`src/rtl/stage_execute_md.sv`:
```
// stage_execute_md: execute stage with ALU, branch target and an iterative unsigned multu/divu unit
// that owns the HI/LO registers and stalls upstream only for instructions that depend on it.
module stage_execute_md #(
  parameter int WIDTH = 32,
  parameter int REGBITS = 5
) (
  input  logic               clk,
  input  logic               reset,
  input  logic               in_valid,
  input  logic               flush,
  input  logic               alusrc,
  input  logic               regdst,
  input  logic [2:0]         alucontrol,
  input  logic [1:0]         mdop,
  input  logic [1:0]         resultsel,
  input  logic [WIDTH-1:0]   reg1,
  input  logic [WIDTH-1:0]   reg2,
  input  logic [REGBITS-1:0] rt,
  input  logic [REGBITS-1:0] rd,
  input  logic [WIDTH-1:0]   signimm,
  input  logic [WIDTH-1:0]   pcplus4,
  output logic               stall,
  output logic               ex_valid,
  output logic [WIDTH-1:0]   aluresult,
  output logic               zero,
  output logic               overflow,
  output logic [REGBITS-1:0] writereg,
  output logic [WIDTH-1:0]   writedata,
  output logic [WIDTH-1:0]   pcbranch,
  output logic [WIDTH-1:0]   hi,
  output logic [WIDTH-1:0]   lo
);
  localparam int CW = $clog2(WIDTH + 1);
  typedef enum logic [1:0] {IDLE, MUL, DIV} state_t;
  state_t state, state_n;
  logic [WIDTH-1:0] srcb, sum, dif, alu, m;
  logic [2*WIDTH-1:0] p, p_n;
  logic [WIDTH:0] madd, rsh, rsub;
  logic [CW-1:0] cnt;
  logic ovf, busy, last, accept, md_op;
  assign busy = state != IDLE;
  assign last = busy && cnt == CW'(1);
  assign md_op = mdop == 2'b01 || mdop == 2'b10;
  assign stall = busy && in_valid && (mdop != 2'b00 || resultsel == 2'b01 || resultsel == 2'b10);
  assign accept = in_valid && !stall && !flush;
  always_comb begin
    srcb = alusrc ? signimm : reg2;
    sum = reg1 + srcb;
    dif = reg1 - srcb;
    alu = alucontrol == 3'b010 ? sum :
          alucontrol == 3'b110 ? dif :
          alucontrol == 3'b000 ? reg1 & srcb :
          alucontrol == 3'b001 ? reg1 | srcb :
          alucontrol == 3'b111 ? {{(WIDTH-1){1'b0}}, $signed(reg1) < $signed(srcb)} : '0;
    ovf = alucontrol == 3'b010 ? reg1[WIDTH-1] == srcb[WIDTH-1] && sum[WIDTH-1] != reg1[WIDTH-1] :
          alucontrol == 3'b110 ? reg1[WIDTH-1] != srcb[WIDTH-1] && dif[WIDTH-1] != reg1[WIDTH-1] : 1'b0;
  end
  // p holds {partial product, multiplier} for MUL and {remainder, quotient} for DIV,
  // so both operations finish with {hi,lo} equal to p.
  always_comb begin
    madd = {1'b0, p[2*WIDTH-1:WIDTH]} + (p[0] ? {1'b0, m} : '0);
    rsh = {p[2*WIDTH-1:WIDTH], p[WIDTH-1]};
    rsub = rsh - {1'b0, m};
    p_n = state == MUL ? {madd, p[WIDTH-1:1]} :
          rsub[WIDTH] ? {rsh[WIDTH-1:0], p[WIDTH-2:0], 1'b0} : {rsub[WIDTH-1:0], p[WIDTH-2:0], 1'b1};
  end
  always_comb begin
    state_n = flush ? IDLE :
              !busy ? (accept && mdop == 2'b01 ? MUL : accept && mdop == 2'b10 ? DIV : IDLE) :
              last ? IDLE : state;
  end
  always_ff @(posedge clk or posedge reset)
    if (reset) state <= IDLE;
    else state <= state_n;
  always_ff @(posedge clk or posedge reset)
    if (reset) begin
      p <= '0;
      m <= '0;
      cnt <= '0;
      hi <= '0;
      lo <= '0;
    end else if (flush) begin
      cnt <= '0;
    end else if (!busy) begin
      if (accept && md_op) begin
        p <= {{WIDTH{1'b0}}, mdop[0] ? reg2 : reg1};
        m <= mdop[0] ? reg1 : reg2;
        cnt <= CW'(WIDTH);
      end
    end else begin
      p <= p_n;
      cnt <= cnt - CW'(1);
      if (last) {hi, lo} <= p_n;
    end
  always_ff @(posedge clk or posedge reset)
    if (reset) begin
      ex_valid <= 1'b0;
      aluresult <= '0;
      zero <= 1'b0;
      overflow <= 1'b0;
      writereg <= '0;
      writedata <= '0;
      pcbranch <= '0;
    end else begin
      ex_valid <= accept;
      if (accept) begin
        aluresult <= resultsel == 2'b01 ? hi : resultsel == 2'b10 ? lo : alu;
        zero <= alu == '0;
        overflow <= ovf;
        writereg <= md_op ? '0 : regdst ? rd : rt;
        writedata <= reg2;
        pcbranch <= pcplus4 + (signimm << 2);
      end
    end
endmodule
```
`config.mk`:
```
export PLATFORM = sky130hd
export DESIGN_NAME = stage_execute_md
export DESIGN_NICKNAME = d
export VERILOG_FILES = /design/src/rtl/stage_execute_md.sv
export SDC_FILE = /design/constraint.sdc
export NUM_CORES = 1
export LEC_CHECK = 0
export ABC_AREA = 1
export BUFFER_PORTS_ARGS = -buffer_cell sky130_fd_sc_hd__buf_2
export CAP_MARGIN = 20
export CORE_MARGIN = 4
export CORE_UTILIZATION = 40
export CTS_BUF_LIST = sky130_fd_sc_hd__clkbuf_4 sky130_fd_sc_hd__clkbuf_8 sky130_fd_sc_hd__clkbuf_16
export DETAILED_ROUTE_END_ITERATION = 7
export HOLD_SLACK_MARGIN = 0.05
export PLACE_DENSITY_LB_ADDON = 0.12
export SKIP_CTS_REPAIR_TIMING = 1
export SLEW_MARGIN = 20
export SYNTH_ARGS = -nofsm -noshare
export SYNTH_HDL_FRONTEND = slang
export SYNTH_SLANG_ARGS = --single-unit
```
`constraint.sdc`:
```
create_clock -name clk -period 9.7 [get_ports clk]
set_input_delay 0.485 -clock clk [delete_from_list [all_inputs] [get_ports clk]]
set_output_delay 0.485 -clock clk [all_outputs]
set_load 0.02 [all_outputs]
```
Word level (Yosys, flattened, before mapping)
Cells that the tools add are included.

Reduce and logical (&&, ||, !) cells: 24. Bitwise logic cells: 4. Shifts and indexed selects: 0. Eq/ne operators: 15. Multiply operators: 0. Muxes and demuxes: 27. Div/mod/pow operators: 0. Magnitude comparators: 1. Add/subtract/negate cells: 6.

Operator list (count): $mux W32 (10); $mux W64 (4); $add A32 B32 Y32 (2); $add A32 B32 Y33 (1); $sub A33 B32 Y33 (1); $and A32 B32 Y32 (1); $logic_not A32 Y1 (1); $lt A32 B32 Y1 (1); $or A32 B32 Y32 (1); $sub A32 B32 Y32 (1); $mux W6 (3); $logic_and A1 B1 Y1 (10); $mux W2 (5); $mux W5 (2); $eq A2 B1 Y1 const B (3); $eq A3 B3 Y1 const B (2); $eq A6 B1 Y1 const B (1); $reduce_and A3 Y1 (2); $reduce_bool A2 Y1 (3); $sub A6 B1 Y6 const B (1); $eq A2 B2 Y1 const B (2); $eq A3 B1 Y1 const B (1); $eq A3 B2 Y1 const B (1); $logic_not A3 Y1 (1); other kinds (9) (17).

Bits in writable memories: 0. Bits in latches: 0. Flip-flop bits (word level): 272. Memory bits (read-only): 0. Output and inout bits: 169. Word-level logic and storage cells: 90. Memories: 0.

Longest topological paths before layout
Gate-level depths: netlist of the first run.

Depth after elaboration: 12. Depth in mapped cells: 25.

Least setup slack after synthesis of the first run
OpenSTA, ideal clock, no wires.

Kind: input -> register. Start point: input alusrc. End point: register zero. Buffers on the path: 2. Stages on the path: 24. Slack: 6.568 ns. Setup time: 0.066 ns. Arrival: 3.066 ns. Cell sequence: clkbuf_1 clkbuf_1 nand2_1 o21ai_0 inv_1 ha_1 fa_1 nand2_1 inv_1 nand2_1 nand3_1 nand2_1 nand2_1 nand2_1 nand2_1 nand2_1 nand2_1 nor2_1 nor2_1 a21oi_1 nand3_1 nor2_1 nand3_1 nand2_1.

Cells in the longest elaborated chain, start to end: 8. Elaborated cells between the ends (all ways): 12.

Ends and longest elaborated chain: start: declaration (line 11) `input logic alusrc,`; $mux W32 * (line 47) `srcb = alusrc ? signimm : reg2;`; $lt A32 B32 Y1 (line 54) `alucontrol == 3'b111 ? {{(WIDTH-1){1'b0}}, $signed(reg1) < $signed(srcb)} : '0;`; $mux W1 (line 54); $mux W32 (line 53) `alucontrol == 3'b001 ? reg1 | srcb :`; $mux W32 (line 52) `alucontrol == 3'b000 ? reg1 & srcb :`; $mux W32 (line 51) `alucontrol == 3'b110 ? dif :`; $mux W32 * (line 50) `alu = alucontrol == 3'b010 ? sum :`; $logic_not A32 Y1 * (line 108) `zero <= alu == '0;`; end signal: assignment (line 99) `zero <= 1'b0;`; end signal: assignment (line 108); end: declaration (line 25) `output logic zero,`.

Mark *: on every way between the ends. The rest lies on a longest branch, timed or not. A chain may end at the register's enable or synchronous reset.

Worst setup path in the final report of the first run
Start point: input mdop[0]. End point: register p[24].

Cells in the longest elaborated chain, start to end: 10. Elaborated cells between the ends (all ways): 16.

Ends and longest elaborated chain: start: declaration (line 14) `input logic [1:0] mdop,`; $reduce_bool A2 Y1 (line 44) `assign stall = busy && in_valid && (mdop != 2'b00 || resultsel == 2'b01 || resultsel == 2'b10);`; $logic_or A1 B1 Y1 (2 in series) (line 44); $logic_and A1 B1 Y1 (line 44); $logic_not A1 Y1 (line 45) `assign accept = in_valid && !stall && !flush;`; $logic_and A1 B1 Y1 (2 in series) (line 45); $logic_and A1 B1 Y1 (line 85) `if (accept && md_op) begin`; $reduce_bool A2 Y1 (no source line); $reduce_and A2 Y1 (no source line); end signal: assignment (line 86) `p <= {{WIDTH{1'b0}}, mdop[0] ? reg2 : reg1};`; end signal: assignment (line 91) `p <= p_n;`; end: declaration (line 37) `logic [2*WIDTH-1:0] p, p_n;`.

Parallel ways exist; a longest one is shown, timed or not. The select of a mux whose other input is x is not followed.

==> results.md, run 1 <==
* Largest cells by area after synthesis: dfrtp_1, nand2_1, ha_1
* Grt met1 use at 46.4%
* H-tree Lvls at 2
* Num CTS Buffers at 36
* Unrepaired setup endpoints after global routing: false
* Final setup TNS at 0 ns
* DIE WIDTH at 256 um
* Vias per cell at 5.52
* Antenna Nets Post-Route at 0
* FF-to-FF End: hi[30]
* FILL cells at 6631
* Vias at 27200
* Yosys top cell by area: dfrtp_1
* Global Route Usage Sum at 34.2%
* Row count at 90
* Design Power at 5500 uW
* Reg2Reg Depth at 19
* Die Y at 256 um
* Pwr dens at 196 nW/um^2
* Critical path type: primary input to register
* Input/output buffers at 319
* Startpoint type of the worst setup path: primary input
* Sw Share at 46.7%
* DRC viols at 0
* Gp weighted congestion at 0.994
* Most common cell in the netlist: nand2_1
* Core Box Area at 60700 um^2
* Die ar. at 65700 um^2
* Sequential element share of the synthesized area at 27.6%
* Slew Limit Fails at 0
* Met2 usage at 55.4%
* Top FF cell, synth: dfrtp_1
* Final nets at 4464
* Root Driver: clkbuf_16
* Mapped Avg Cell Area at 6.39 um^2
* Leak at 0.0153 uW
* Vias in the first global route at 25300
* Skew final at 0.0238 ns
* Synth top cells by count: nand2_1, inv_1, nor2_1, o21ai_0, dfrtp_1
* First-pass GRT wire length at 170000 um
* Synth cell types at 56
* TritonRoute pass-1 iters at 6
* Synth Register Bits at 272
* Async set-reset flop share out of synthesis at 100%
* DR WL/cell at 23.8 um
* Initial antenna violation count at 2
* CP Max Fanout at 69
* Share of cells above drive strength 1 at 11.6%
* Starting DRT DRC Count at 2929
* Period utilization at 41.5%
* Max-Cap Viols at 0
* CTS sink cnt at 272
* Longest Clk Path Bufs at 3
* Synth warn at 0
* GR Overflow Total at 0
* Synthesized instance count at 3860
* Synthesis-to-layout area growth at 13.9%
* Post-synth EDFFs at 0
* Largest net degree at the start of global routing at 156
* Clk_lat worst skew at 0.56 ns
* Reg power frac at 28.2%
* Synth top area share at 27.6%
* Synthesized area at 24600 um^2
* Critical path required time at 10.10 ns
* HPWL after DPL at 94800 um
* Finished Core Util at 46.2%
* Antenna Cells at 0
* Met3 Usage GRT at 5.75%
* Hold Path Class: primary input to asynchronous set/reset pin
* P_sw at 2570 uW
* IR drop worst, VDD at 0.160 mV
* Clock share of power at 24.6%
* Reg-to-Reg Start: p[0]
* R2R Setup Slk at 5.92 ns
* Starting Density at 40.6%
* Internal Power at 2940 uW
* Comb pwr share at 47.3%
* CTS tree: yes
* GR peak layer: met2
* Min Tclk post-route at 4.02 ns
* Ports at 320
* Final setup fails at 0
* Relative slew margins at 26.8%
* CP arrival at 4.42 ns
* CP Capture Type: register
* Slew @ Worst Pin at 1.09 ns
* Syn_nets at 4210
* Final Hold Vio Count at 0
* Clk slew on worst S/H paths at 0.06 ns
* Max Clk Rate at 249 MHz
* Outcome: finished clean
* Final wirelength at 117000 um
-- worst max path at each step --
stage	from	endpoint	slack, ns	cells after the start
after floorplan	reset	aluresult[0]	1.72	1
after global placement	mdop[0]	p[1]	5.18	14
after detailed placement	mdop[0]	p[3]	5.06	14
after CTS	mdop[0]	p[3]	5.66	14
after global routing	mdop[0]	p[31]	5.43	16
final	mdop[0]	p[24]	5.68	15
-- cells by family after synthesis --
| logic type | count (synthesis) | share of synthesized area (%) |
|---|---|---|
| mux | 5 | 0.203 |
| compound gates | 803 | 18.6 |
| flops | 272 | 27.6 |
| simple gates | 1859 | 30.9 |
| buf+inv | 666 | 10.4 |
| xor+xnor | 56 | 1.99 |
| fa+ha+maj | 199 | 10.3 |
-- power groups by stage --
stage | registers (uW) | clock network, uW | logic [uW]
after floorplan | 1630 | 0 | 1630
after global placement | 1560 | 0 | 2560
after detailed placement | 1560 | 0 | 2550
after CTS | 1540 | 1370 | 2560
after global routing | 1570 | 1410 | 2850
final | 1550 | 1350 | 2600
-- per-stage QoR --
step                hold WS (ns)  cells  worst slack, ns  area (um^2)
global route               0.155   4920             5.43        28100
CTS                        0.109   4919             5.66        28100
global placement           0.451   4857             5.18        26900
detailed placement         0.454   4857             5.06        26900
floorplan                  0.453   3860             1.72        24600
finish                    0.0744   4920             5.68        28100
-- cell type report --
type	count	area, um^2	share of cell area [%]
sequential	272	6810	24.3
clock buffer	49	1050	3.76
clock inverter	13	115	0.410
multi-input combinational	2922	15300	54.5
inverter	541	2040	7.27
tap	782	978	3.49
timing repair buffer	341	1780	6.35
-- routing by layer --
| metal | wire, um | part of all wire (%) | up-vias |
|---|---|---|---|
| met5 | 23 | 0.020 | - |
| met4 | 4750 | 4.1 | 6 |
| met2 | 52900 | 45 | 1179 |
| li1 | - | - | 13100 |
| met3 | 9540 | 8.1 | 167 |
| met1 | 50100 | 43 | 12800 |
-- cells in the final DEF, fill, tap and decap left out, types with 16 or more instances in the layout --
cell	Yosys	routed
a221oi_1	16	16
a21oi_1	264	264
o21ai_1	33	33
clkbuf_16	0	36
nor3_1	36	36
buf_2	18	319
nand3_1	214	214
o221ai_1	18	18
buf_4	1	20
a21o_1	17	17
nand2_1	1185	1185
o22ai_1	18	18
nor2_1	322	319
o21ai_0	314	314
a31oi_1	19	19
inv_1	527	524
or2_2	17	17
dfrtp_1	272	272
ha_1	194	194
xnor2_1	25	25
xor2_1	31	31
nand4_1	33	33
o211ai_1	44	44
-- worst max-delay path, stage by stage --
cell and delay, ns:
buf_2 0.48, inv_1 0.44, buf_8 0.28, ha_1 0.20
nand2_1 0.06, nand2_1 0.06, inv_2 0.07, nor2_4 0.04
inv_4 0.49, nor2_1 0.11, inv_2 0.31, nand2_2 0.20
inv_2 0.27, buf_4 0.63, o21ai_0 0.19
-- state kept, by name (all words and copies together) (netlist names), 2 cells and up --
name / cells
p: 64
aluresult: 32
hi: 32
lo: 32
m: 32
pcbranch: 32
writedata: 32
cnt: 6
writereg: 5
state: 2
Power figures use the tool's default switching activity.
==> run 2: changes to the inputs <==
- clock period: 9.7 -> 4.05 ns (I/O delays scaled with it)
==> run 2 against run 1 <==
  * Final area increased by 2.3%
  * Core utilization increased by 1.1 points
  * Sequential power increased by 140%
  * Clock power rose to 2.6 times the previous value
  * Clock skew down 0.00080 ns
==> results.md, run 2 (synthesized netlist as in run 1, its figures left out) <==
* Outcome: finished clean
* CP arrival at 3.93 ns (-0.49 ns)
* Global Route Usage Sum at 34.0% (-0.17 points)
* Root Driver: clkbuf_16
* Critical path required time at 4.49 ns (-5.61 ns)
* Final setup TNS at 0 ns (unchanged)
* Reg with most FFs: p
* CTS tree: yes
* Max-Cap Viols at 0 (unchanged)
* DR WL/cell at 23.3 um (-2.2%)
* Most frequent cells in the layout: nand2_1, inv_1, nor2_1, buf_2, o21ai_0
* Input/output buffers at 319 (unchanged)
* Met3 Usage GRT at 6.52% (+0.77 points)
* Vias in the first global route at 25700 (+1.7%)
* CP Capture Type: register
* Commonest non-fill, non-tap cell in the layout: nand2_1
* Largest net degree at the start of global routing at 157 (+0.64%)
* Share of cells above drive strength 1 at 12.2% (+0.54 points)
* GR Overflow Total at 0 (unchanged)
* CP Max Fanout at 5 (-93%)
* Final nets at 4525 (+1.4%)
* First-pass GRT wire length at 169000 um (-0.40%)
* Startpoint type of the worst setup path: primary input
* Die Y at 256 um (unchanged)
* Design Power at 13500 uW (+140%)
* Relative slew margins at 34.4% (+7.6 points)
* Vias per cell at 5.49 (-0.52%)
* Synthesis-to-layout area growth at 16.5%
* Starting DRT DRC Count at 2779 (-5.1%)
* Met2 usage at 54.7% (-0.63 points)
* FILL cells at 6421 (-3.2%)
* Starting Density at 40.6% (unchanged)
* Leak at 0.0156 uW (+2.1%)
* Gp weighted congestion at 1.02 (+2.9%)
* TritonRoute pass-1 iters at 6 (unchanged)
* Min Tclk post-route at 3.49 ns
* Final Hold Vio Count at 0 (unchanged)
* DIE WIDTH at 256 um (unchanged)
* Vias at 27400 (+0.79%)
* Num CTS Buffers at 37 (+2.8%)
* Unrepaired setup endpoints after global routing: false
* Period utilization at 86.1%
* HPWL after DPL at 95100 um (+0.28%)
* IR drop worst, VDD at 0.269 mV (+68%)
* DRC viols at 0 (unchanged)
* Row count at 90 (unchanged)
* Max FFs per register at 64 (unchanged)
* Critical path type: primary input to register
* Crit path top cell by count: a21oi_1
* Final setup fails at 0 (unchanged)
* CTS sink cnt at 272 (unchanged)
* Final wirelength at 116000 um (-0.86%)
* Critical Path Max Stage Delay at 0.54 ns (-0.09 ns)
* Post-place instance area at 27100 um^2 (+0.89%)
* H-tree Lvls at 2 (unchanged)
* Worst path top cell family by delay: compound AO/OA/AOI/OAI gates
* Core Box Area at 60700 um^2 (unchanged)
* Longest Clk Path Bufs at 3 (unchanged)
* Pwr dens at 469 nW/um^2 (+140%)
* Max Clk Rate at 287 MHz
* Slew Limit Fails at 0 (unchanged)
* Clk slew on worst S/H paths at 0.06 ns (about the same)
* Skew final at 0.0230 ns (-0.000802 ns)
* Clk_lat worst skew at 0.57 ns (about the same)
* Fin area at 28700 um^2 (+2.3%)
* Slew @ Worst Pin at 0.984 ns (-0.103 ns)
* GR peak layer: met2
* Initial antenna violation count at 4 (+2)
* CP max-delay cell: dlygate4sd3_1
* Die ar. at 65700 um^2 (unchanged)
* Grt met1 use at 44.4% (-2.0 points)
* Antenna Nets Post-Route at 0 (unchanged)
* Ports at 320 (unchanged)
* Hold Path Class: primary input to register
* Finished Core Util at 47.3% (+1.1 points)
* Bufs and invs on worst path at 5 (-3)
* Worst-path cell chain: dlygate4sd3_1 -> buf_2 -> o21ai_0 -> inv_1 -> ha_1 -> nand2_1 -> nor2_1 -> inv_1 -> nor2_1 -> nand4_1 -> nand4_1 -> a21oi_1 -> a21oi_1 -> o21ai_0 -> buf_4 -> nand2_1 -> a21oi_1
run 2: changes by cell type in the layout (fill, tap and decap cells not counted), sizes merged:
cell,previous run,this run
buf,341,369
bufinv,1,4
clkbuf,49,48
clkinv,9,11
clkinvlp,1,3
diode,0,2
dlygate4sd3,0,32
inv,543,540
run 2: per-stage QoR:
| step | cells | setup WS (ns) | hold slack (ns) |
|---|---|---|---|
| final | 4985 | 0.563 | 0.0198 |
| after global routing | 4983 | 0.395 | 0.0496 |
| after CTS | 4951 | 0.854 | -0.160 |
| after detailed placement | 4886 | 0.435 | 0.417 |
| after global placement | 4886 | 0.420 | 0.418 |
| after floorplan | 3860 | 0.252 | 0.319 |
run 2: path summary, 6_finish.rpt:
check	startpoint	to	slack, ns	depth (start not counted)
setup / recovery	reg2[14]	aluresult[17]	0.56	17
hold / removal	pcplus4[31]	pcbranch[31]	0.02	5
setup reg to reg	p[31]	hi[16]	0.81	17
min in group asynchronous	reset	writereg[4]	0.44	4
max in group asynchronous	reset	p[63]	2.80	4
hold reg to reg	writedata[19]	writedata[19]	0.46	2
run 2: area by class of cell:
type / instances / area, um^2 / share of cell area, %
Multi-Input combinational cell: 2922 / 15300 / 53.2
Antenna cell: 2 / 5.00 / 0.0174
Sequential cell: 272 / 6810 / 23.7
Clock buffer: 48 / 1070 / 3.74
Tap cell: 782 / 978 / 3.41
Timing Repair Buffer: 401 / 2330 / 8.11
Clock inverter: 17 / 198 / 0.688
Inverter: 541 / 2040 / 7.09
run 2: worst min-delay path, delay by kind of cell:
family,cells,cell delay (ns)
xor+xnor,1,0.07
simple gates,3,0.19
buf+inv,1,0.08
run 2: report_power, final:
part | switching (uW) | internal [uW] | leakage, uW | total [uW]
clock network | 1370 | 2130 | 0.000636 | 3500
registers | 475 | 3230 | 0.00341 | 3700
logic | 4300 | 1960 | 0.0115 | 6260
total | 6140 | 7320 | 0.0156 | 13500
run 2: routing by layer:
| metal | vias to the layer above | wire (um) |
|---|---|---|
| li1 | 13200 | - |
| met1 | 12800 | 48800 |
| met2 | 1126 | 51900 |
| met3 | 235 | 9130 |
| met4 | 6 | 6400 |
| met5 | - | 42 |
